## config.mk

```make
export PLATFORM = sky130hd
export DESIGN_NAME = byte_load_unit
export DESIGN_NICKNAME = d
export VERILOG_FILES = /design/src/rtl/byte_load_unit.sv
export SDC_FILE = /design/constraint.sdc
export NUM_CORES = 1
export LEC_CHECK = 0
export ABC_AREA = 1
export CAP_MARGIN = 5
export CORE_MARGIN = 3
export CORE_UTILIZATION = 30
export CTS_BUF_LIST = sky130_fd_sc_hd__clkbuf_4 sky130_fd_sc_hd__clkbuf_8 sky130_fd_sc_hd__clkbuf_16
export CTS_CLUSTER_DIAMETER = 100
export DETAILED_ROUTE_END_ITERATION = 10
export GPL_ROUTABILITY_DRIVEN = 1
export GPL_TIMING_DRIVEN = 0
export PLACE_DENSITY_LB_ADDON = 0.08
export SLEW_MARGIN = 0
export SYNTH_ARGS = -nofsm -noshare
export SYNTH_HDL_FRONTEND = slang
export SYNTH_SLANG_ARGS = --single-unit
```

## constraint.sdc

```tcl
create_clock -name clk -period 3.5 [get_ports clk]
set_input_delay 0.7 -clock clk [delete_from_list [all_inputs] [get_ports clk]]
set_output_delay 0.7 -clock clk [all_outputs]
set_load 0.1 [all_outputs]
```

## src/rtl/byte_load_unit.sv

```systemverilog
// byte_load_unit: memory-read side of the byte datapath.
// Fetches a 16-bit word over a req/ack handshake and returns either the whole
// word or one little-endian byte lane, zero- or sign-extended to 16 bits.
//
// Ports:
//   clk, rst_n   clock (rising edge), asynchronous active-low reset
//   start        one-cycle load request, sampled only when idle
//   addr         byte address of the load
//   wb           0 = word access, 1 = byte access
//   sx           byte access: 0 = zero-extend, 1 = sign-extend
//   mem_rdata    word read data, valid with mem_ack
//   mem_ack      memory read complete
//   mem_rd       memory read request
//   mem_addr     word-aligned memory address
//   result       load result, held until the next accepted start
//   done         one-cycle completion pulse
//   err          error flag (misaligned word or timeout), valid with done
//   busy         high whenever a load is in progress
module byte_load_unit #(
  parameter int unsigned TIMEOUT = 15
) (
  input  logic        clk,
  input  logic        rst_n,
  input  logic        start,
  input  logic [15:0] addr,
  input  logic        wb,
  input  logic        sx,
  input  logic [15:0] mem_rdata,
  input  logic        mem_ack,
  output logic        mem_rd,
  output logic [15:0] mem_addr,
  output logic [15:0] result,
  output logic        done,
  output logic        err,
  output logic        busy
);

  localparam int unsigned AW = 16;
  localparam int unsigned DW = 16;
  localparam int unsigned BW = 8;
  localparam int unsigned CW = 8;

  typedef enum logic [1:0] {
    S_IDLE = 2'd0,
    S_REQ  = 2'd1,
    S_DONE = 2'd2
  } state_t;

  state_t          state_q, state_d;
  logic [CW-1:0]   cnt_q, cnt_d;
  logic            wb_q, wb_d;
  logic            sx_q, sx_d;
  logic            lane_q, lane_d;
  logic            mem_rd_q, mem_rd_d;
  logic [AW-1:0]   mem_addr_q, mem_addr_d;
  logic [DW-1:0]   result_q, result_d;
  logic            done_q, done_d;
  logic            err_q, err_d;
  logic            busy_q, busy_d;

  logic [BW-1:0]   byte_lane;
  logic [DW-1:0]   load_data;

  // Shape the returned word into the final load result.
  always_comb begin
    byte_lane = lane_q ? mem_rdata[15:8] : mem_rdata[7:0];
    if (!wb_q) begin
      load_data = mem_rdata;
    end else if (sx_q) begin
      load_data = {{BW{byte_lane[BW-1]}}, byte_lane};
    end else begin
      load_data = {BW'(0), byte_lane};
    end
  end

  // Next-state and next-output logic; outputs follow the next state so they
  // come straight from flops.
  always_comb begin
    state_d    = state_q;
    cnt_d      = cnt_q;
    wb_d       = wb_q;
    sx_d       = sx_q;
    lane_d     = lane_q;
    mem_addr_d = mem_addr_q;
    result_d   = result_q;
    err_d      = err_q;

    case (state_q)
      S_IDLE: begin
        if (start) begin
          wb_d       = wb;
          sx_d       = sx;
          lane_d     = addr[0];
          cnt_d      = CW'(0);
          result_d   = DW'(0);
          err_d      = 1'b0;
          mem_addr_d = {addr[AW-1:1], 1'b0};
          // Misaligned word: fail without touching memory.
          if (!wb && addr[0]) begin
            err_d   = 1'b1;
            state_d = S_DONE;
          end else begin
            state_d = S_REQ;
          end
        end
      end
      S_REQ: begin
        // Ack has priority over a timeout in the same cycle.
        if (mem_ack) begin
          result_d = load_data;
          err_d    = 1'b0;
          state_d  = S_DONE;
        end else if (cnt_q == CW'(TIMEOUT)) begin
          result_d = DW'(0);
          err_d    = 1'b1;
          state_d  = S_DONE;
        end else begin
          cnt_d = cnt_q + CW'(1);
        end
      end
      S_DONE: begin
        state_d = S_IDLE;
      end
      default: begin
        state_d = S_IDLE;
      end
    endcase

    mem_rd_d = (state_d == S_REQ);
    done_d   = (state_d == S_DONE);
    busy_d   = (state_d != S_IDLE);
  end

  // State and output registers.
  always_ff @(posedge clk or negedge rst_n) begin
    if (!rst_n) begin
      state_q    <= S_IDLE;
      cnt_q      <= CW'(0);
      wb_q       <= 1'b0;
      sx_q       <= 1'b0;
      lane_q     <= 1'b0;
      mem_rd_q   <= 1'b0;
      mem_addr_q <= AW'(0);
      result_q   <= DW'(0);
      done_q     <= 1'b0;
      err_q      <= 1'b0;
      busy_q     <= 1'b0;
    end else begin
      state_q    <= state_d;
      cnt_q      <= cnt_d;
      wb_q       <= wb_d;
      sx_q       <= sx_d;
      lane_q     <= lane_d;
      mem_rd_q   <= mem_rd_d;
      mem_addr_q <= mem_addr_d;
      result_q   <= result_d;
      done_q     <= done_d;
      err_q      <= err_d;
      busy_q     <= busy_d;
    end
  end

  assign mem_rd   = mem_rd_q;
  assign mem_addr = mem_addr_q;
  assign result   = result_q;
  assign done     = done_q;
  assign err      = err_q;
  assign busy     = busy_q;

endmodule

```

== After elaboration in Yosys (flattened, before gate mapping) ==
Index checks and enable logic that the tools add are counted.
Operators by class
  add/sub/neg operators: 1
  equal/unequal tests: 8
  multiplexer cells: 21
  reductions and logical operators: 8
Operators by type and width (number)
  16-bit two-way mux: 5
  8-bit two-way mux: 4
  16-bit case mux with 2 select lines: 1
  8-bit case mux with 2 select lines: 1
  8-bit by 1-bit adder with 8-bit output, second input constant: 1
  8-bit by 4-bit equality test with 1-bit output, second input constant: 1
  2-bit two-way mux: 4
  2-bit != test, second input constant: 3
  2-bit by 1-bit equality test with 1-bit output, second input constant: 2
  1-bit two-way mux: 4
  2-bit case mux with 2 select lines: 1
  4-bit AND reduction: 1
  2-bit nonzero test: 2
  3-bit != test, second input constant: 1
  3-bit AND reduction: 1
  2-bit equality test, second input constant: 1
  2-bit logical NOT: 1
  1-bit case mux with 2 select lines: 1
  2-bit AND reduction: 1
  1-bit logical AND: 1
  1-bit logical NOT: 1
Storage, ports and cells
  register bits after elaboration: 48
  output and inout bits: 36
  logic and storage cells: 49

== Longest topological paths before layout ==
Gate-level depths: netlist of the first run.
  depth after elaboration: 6
  depth in mapped cells: 8
  depth with buffers taken out: 7

== Worst setup path after synthesis of the first run ==
Ideal clock, no wire load.
  path type: flip-flop to output port
  start: register result_q[0], in the netlist result[0]
  end: output port result[0]
  data arrival time: 0.898 ns
  required time: 2.800 ns
  slack: 1.902 ns
  cell stages (with the launch flop): 1
  buffers on the path: 0
  path through: dfrtp_1
RTL lines
  start: declaration: RTL line 56  | logic [DW-1:0] result_q, result_d;
  start signal: assignment: RTL line 156  | result_q <= result_d;
  end: declaration: RTL line 32  | output logic [15:0] result,
No word-level cell between the ends.

== Final worst setup path of the first run ==
  start: register result_q[6], in the netlist result[6]
  end: output port result[6]
No word-level cell between the ends.

==> impl_metrics.yaml, run 1 <==
synth:
  ys_ff_latch: 48
  post_synth.cell_area_avg_um2: 8.34
  synth-seq-area-share: 0.535
  synth.cell_area_um2: 2240
  synth_top_cell_area_share: 0.535
  synth.top_cells.by_area: "dfrtp_1 (54%), nand2_1 (17%), nand3_1 (4.5%)"
  synth_warnings: 0
  synthTopCellsByCount: "nand2_1 (104), dfrtp_1 (48), nor2_1 (22)"
  synth_top_cell_by_area: "dfrtp_1"
  synth_flop_cell: "dfrtp_1"
  synthesis.instances: 269
  synth.most_common_cell: "nand2_1"
  postSynth.asyncResetShare: 1.00
  postSynthNetCount: 308
  synth_enable_flop_cells: 0
  yosys.cell_types.count: 26
sta:
  final.setup.tns_ns: 0
  rsz_0062_raised_after_global_routing: "false"
  fmaxAchievable_mhz: 393
  period_minus_slack_ns: 2.55
  final-hold-violation-count: 0
  max_slew_margin: 0.326
  max_slew.worst_pin.slew_ns: 1.01
  timing.clock.skew_ns: 0.00909
  finalSetupViolCount: 0
  maxSlewViolCount: 0
  fin_crit_sh: 0.727
floorplan:
  die-width_um: 92.5
  core_um2: 7020
  boundary_pin_count: 74
  die_area_um2: 8550
  rows: 30
  initial_util: 0.320
  die_height_um: 92.5
drt:
  routed_wirelength_mm: 5.84
  drt_iter0_markers: 74
  drtPass1Iterations: 5
  routed_wirelength_normalized_by_instance_count_um: 13.1
  drc_errors: 0
  via_per_inst: 4.44
  vias: 1982
  postRouteAntennaNets: 0
global_routing:
  wire_length_of_the_first_global_routing_pass_mm: 9.74
  grt_pass1_vias: 1930
  largest_net_degree_at_the_start_of_global_routing: 31
  antenna_violations_before_repair: 0
  grt_overflow_total: 0
  track_usage: 0.143
power_and_ir_drop:
  switching_power_summed_over_all_nets_uw: 1690
  p_leak_uw: 0.00160
  p_comb_frac: 0.588
  p_per_area_nw_per_um2: 940
  switching_share: 0.560
  power.share.clock: 0.139
  max-vdd-ir-drop_mv: 0.463
  seq_power_share: 0.273
  intPower_uw: 1330
worst_setup_path:
  worst_r2r_path_depth: 7
  critical_path.max_stage_delay_ns: 1.16
  path_class: "reg2out"
  kind_of_cell_adding_the_most_delay_to_the_critical_path: "buffers and inverters"
  crit_cells: 1
  critical_path.endpoint_type: "primary output"
  r2r_setup_slack_ns: 1.99
  critical_path.cell_chain: "clkdlybuf4s50_1"
  setup.worst_path.start_class: "flip-flop"
  critical_path.reg2reg.endpoint: "result[5]"
  cp_arrival_ns: 1.85
  critPathSlowestCell: "clkdlybuf4s50_1"
  cp_data_required_time_ns: 2.80
  worst-path-max-fanout: 2
  critical_r2r_launch: "cnt_q[0]"
  worstPathBufferInverterCount: 1
run_status:
  run_status: "finished clean"
clocking:
  cts.root.buffer_cell: "clkbuf_8"
  clk_latency_ns: 0.31
  cts_hold_buffers: 0
  number_of_buffers_created_by_cts: 5
  clock_tree.htree_level_count: 2
  clock_transition_at_the_register_clock_pins_on_the_worst_setup_and_hold_paths_after_cts_ns: 0.10
  numClockSinks: 48
  cts.repair.resized: 0
  cts_tree: "built"
  postCtsSetupRepairBufs: 0
  max-clock-path-buffers: 2
worst_hold_path:
  timing.hold.worst.class: "in2async"
place:
  port-buffer-count: 72
  dp_hpwl_mm: 4.40
  routability_congestion: 0.750
finish:
  fraction_of_final_layout_cells_sized_beyond_drive_strength_1: 0.0857
  finish.utilization: 0.458
  diode_insertion_count_for_antenna_repair: 0
  area_growth_syn_to_layout_pct: 43.3
  final_nets: 388
job:
  max_cap_violations: 0
[per-stage QoR]
step | worst slack, ns | cells | cell area, um^2 | hold slack, ns | total power [uW]
6_report | 0.955 | 446 | 3210 | 0.333 | 3020
5_1_grt | 0.902 | 446 | 3210 | 0.369 | 3160
4_1_cts | 0.958 | 446 | 3210 | 0.346 | 3050
3_5_place_dp | 1.30 | 438 | 3100 | 0.465 | 2620
2_1_floorplan | 1.90 | 269 | 2240 | 0.404 | 2160
3_3_place_gp | 0.185 | 437 | 3080 | 0.464 | 2610
[power by group through the flow]
stage                     Combinational, uW  Sequential [uW]  Clock [uW]
after detailed placement               1790              833           0
after floorplan                         292             1870           0
final                                  1780              824         419
after global routing                   1860              850         452
after global placement                 1780              835           0
after CTS                              1790              827         431
[cell usage in the layout, fill, tap and decap left out, types with 2 or more instances in the layout]
cell type        count
nand2_1            104
clkdlybuf4s50_1     71
dfrtp_1             48
nor2_1              22
nand3_1             20
inv_1               15
o21ai_0             15
nand4_1              9
o211ai_1             8
buf_2                7
clkbuf_8             5
nand3_2              2
buf_6                2
buf_4                2
nand2_4              2
xor2_1               2
[flip-flops by register name, summed over array words and instances (netlist names), 2 cells and up]
name / count
state_q: 2
result: 16
mem_addr: 15
cnt_q: 8
[metal layers]
metal	track usage	vias up	wire (um)
li1	-	1020	-
met1	0.194	905	2700
met2	0.222	53	2680
met3	0.0447	4	413
met4	0.0371	0	53
met5	0	-	0
[worst max-delay path by stage]
stage / startpoint / endpoint / slack [ns]
2_1_floorplan: result[0] / result[0] / 1.90
5_1_grt: result[6] / result[6] / 0.90
4_1_cts: result[5] / result[5] / 0.96
3_5_place_dp: result[5] / result[5] / 1.30
6_report: result[6] / result[6] / 0.95
3_3_place_gp: rst_n / mem_addr[5] / 0.18
[logic make-up after synthesis]
family | after synthesis | share of synthesized area
fa+ha+maj | 1 | 0.00558
buf+inv | 27 | 0.0586
other cells | 1 | 0.00167
simple gates | 163 | 0.313
compound gates | 27 | 0.0775
xor+xnor | 2 | 0.00781
flops | 48 | 0.535
[cell type report]
| type | instances | area [um^2] |
|---|---|---|
| inverter | 16 | 60.1 |
| buffer | 11 | 71.3 |
| sequential | 48 | 1200 |
| timing repair buffer | 73 | 736 |
| multi-input combinational | 194 | 911 |
| tap | 96 | 120 |
| fill | 692 | 3800 |
| clock inverter | 3 | 46.3 |
| clock buffer | 5 | 68.8 |
No activity file was read; power rests on OpenSTA's default activity.
==> run 2: changes to the inputs <==
==> constraint.sdc (replaced) <==
create_clock -name clk -period 2.4 [get_ports clk]
set_input_delay 0.48 -clock clk [delete_from_list [all_inputs] [get_ports clk]]
set_output_delay 0.48 -clock clk [all_outputs]
set_load 0.1 [all_outputs]
==> results of run 2 <==
The final DEF is identical to that of run 1. Status: finished clean.
Among the figures that moved: setup slack after placement 1.30 ns -> 0.424 ns; setup slack after layout 0.955 ns -> 0.0750 ns; hold slack 0.333 ns -> 0.113 ns; register-to-register setup slack 1.99 ns -> 0.89 ns; total power 3020 uW -> 4400 uW; worst IR drop on VDD 0.463 mV -> 0.675 mV
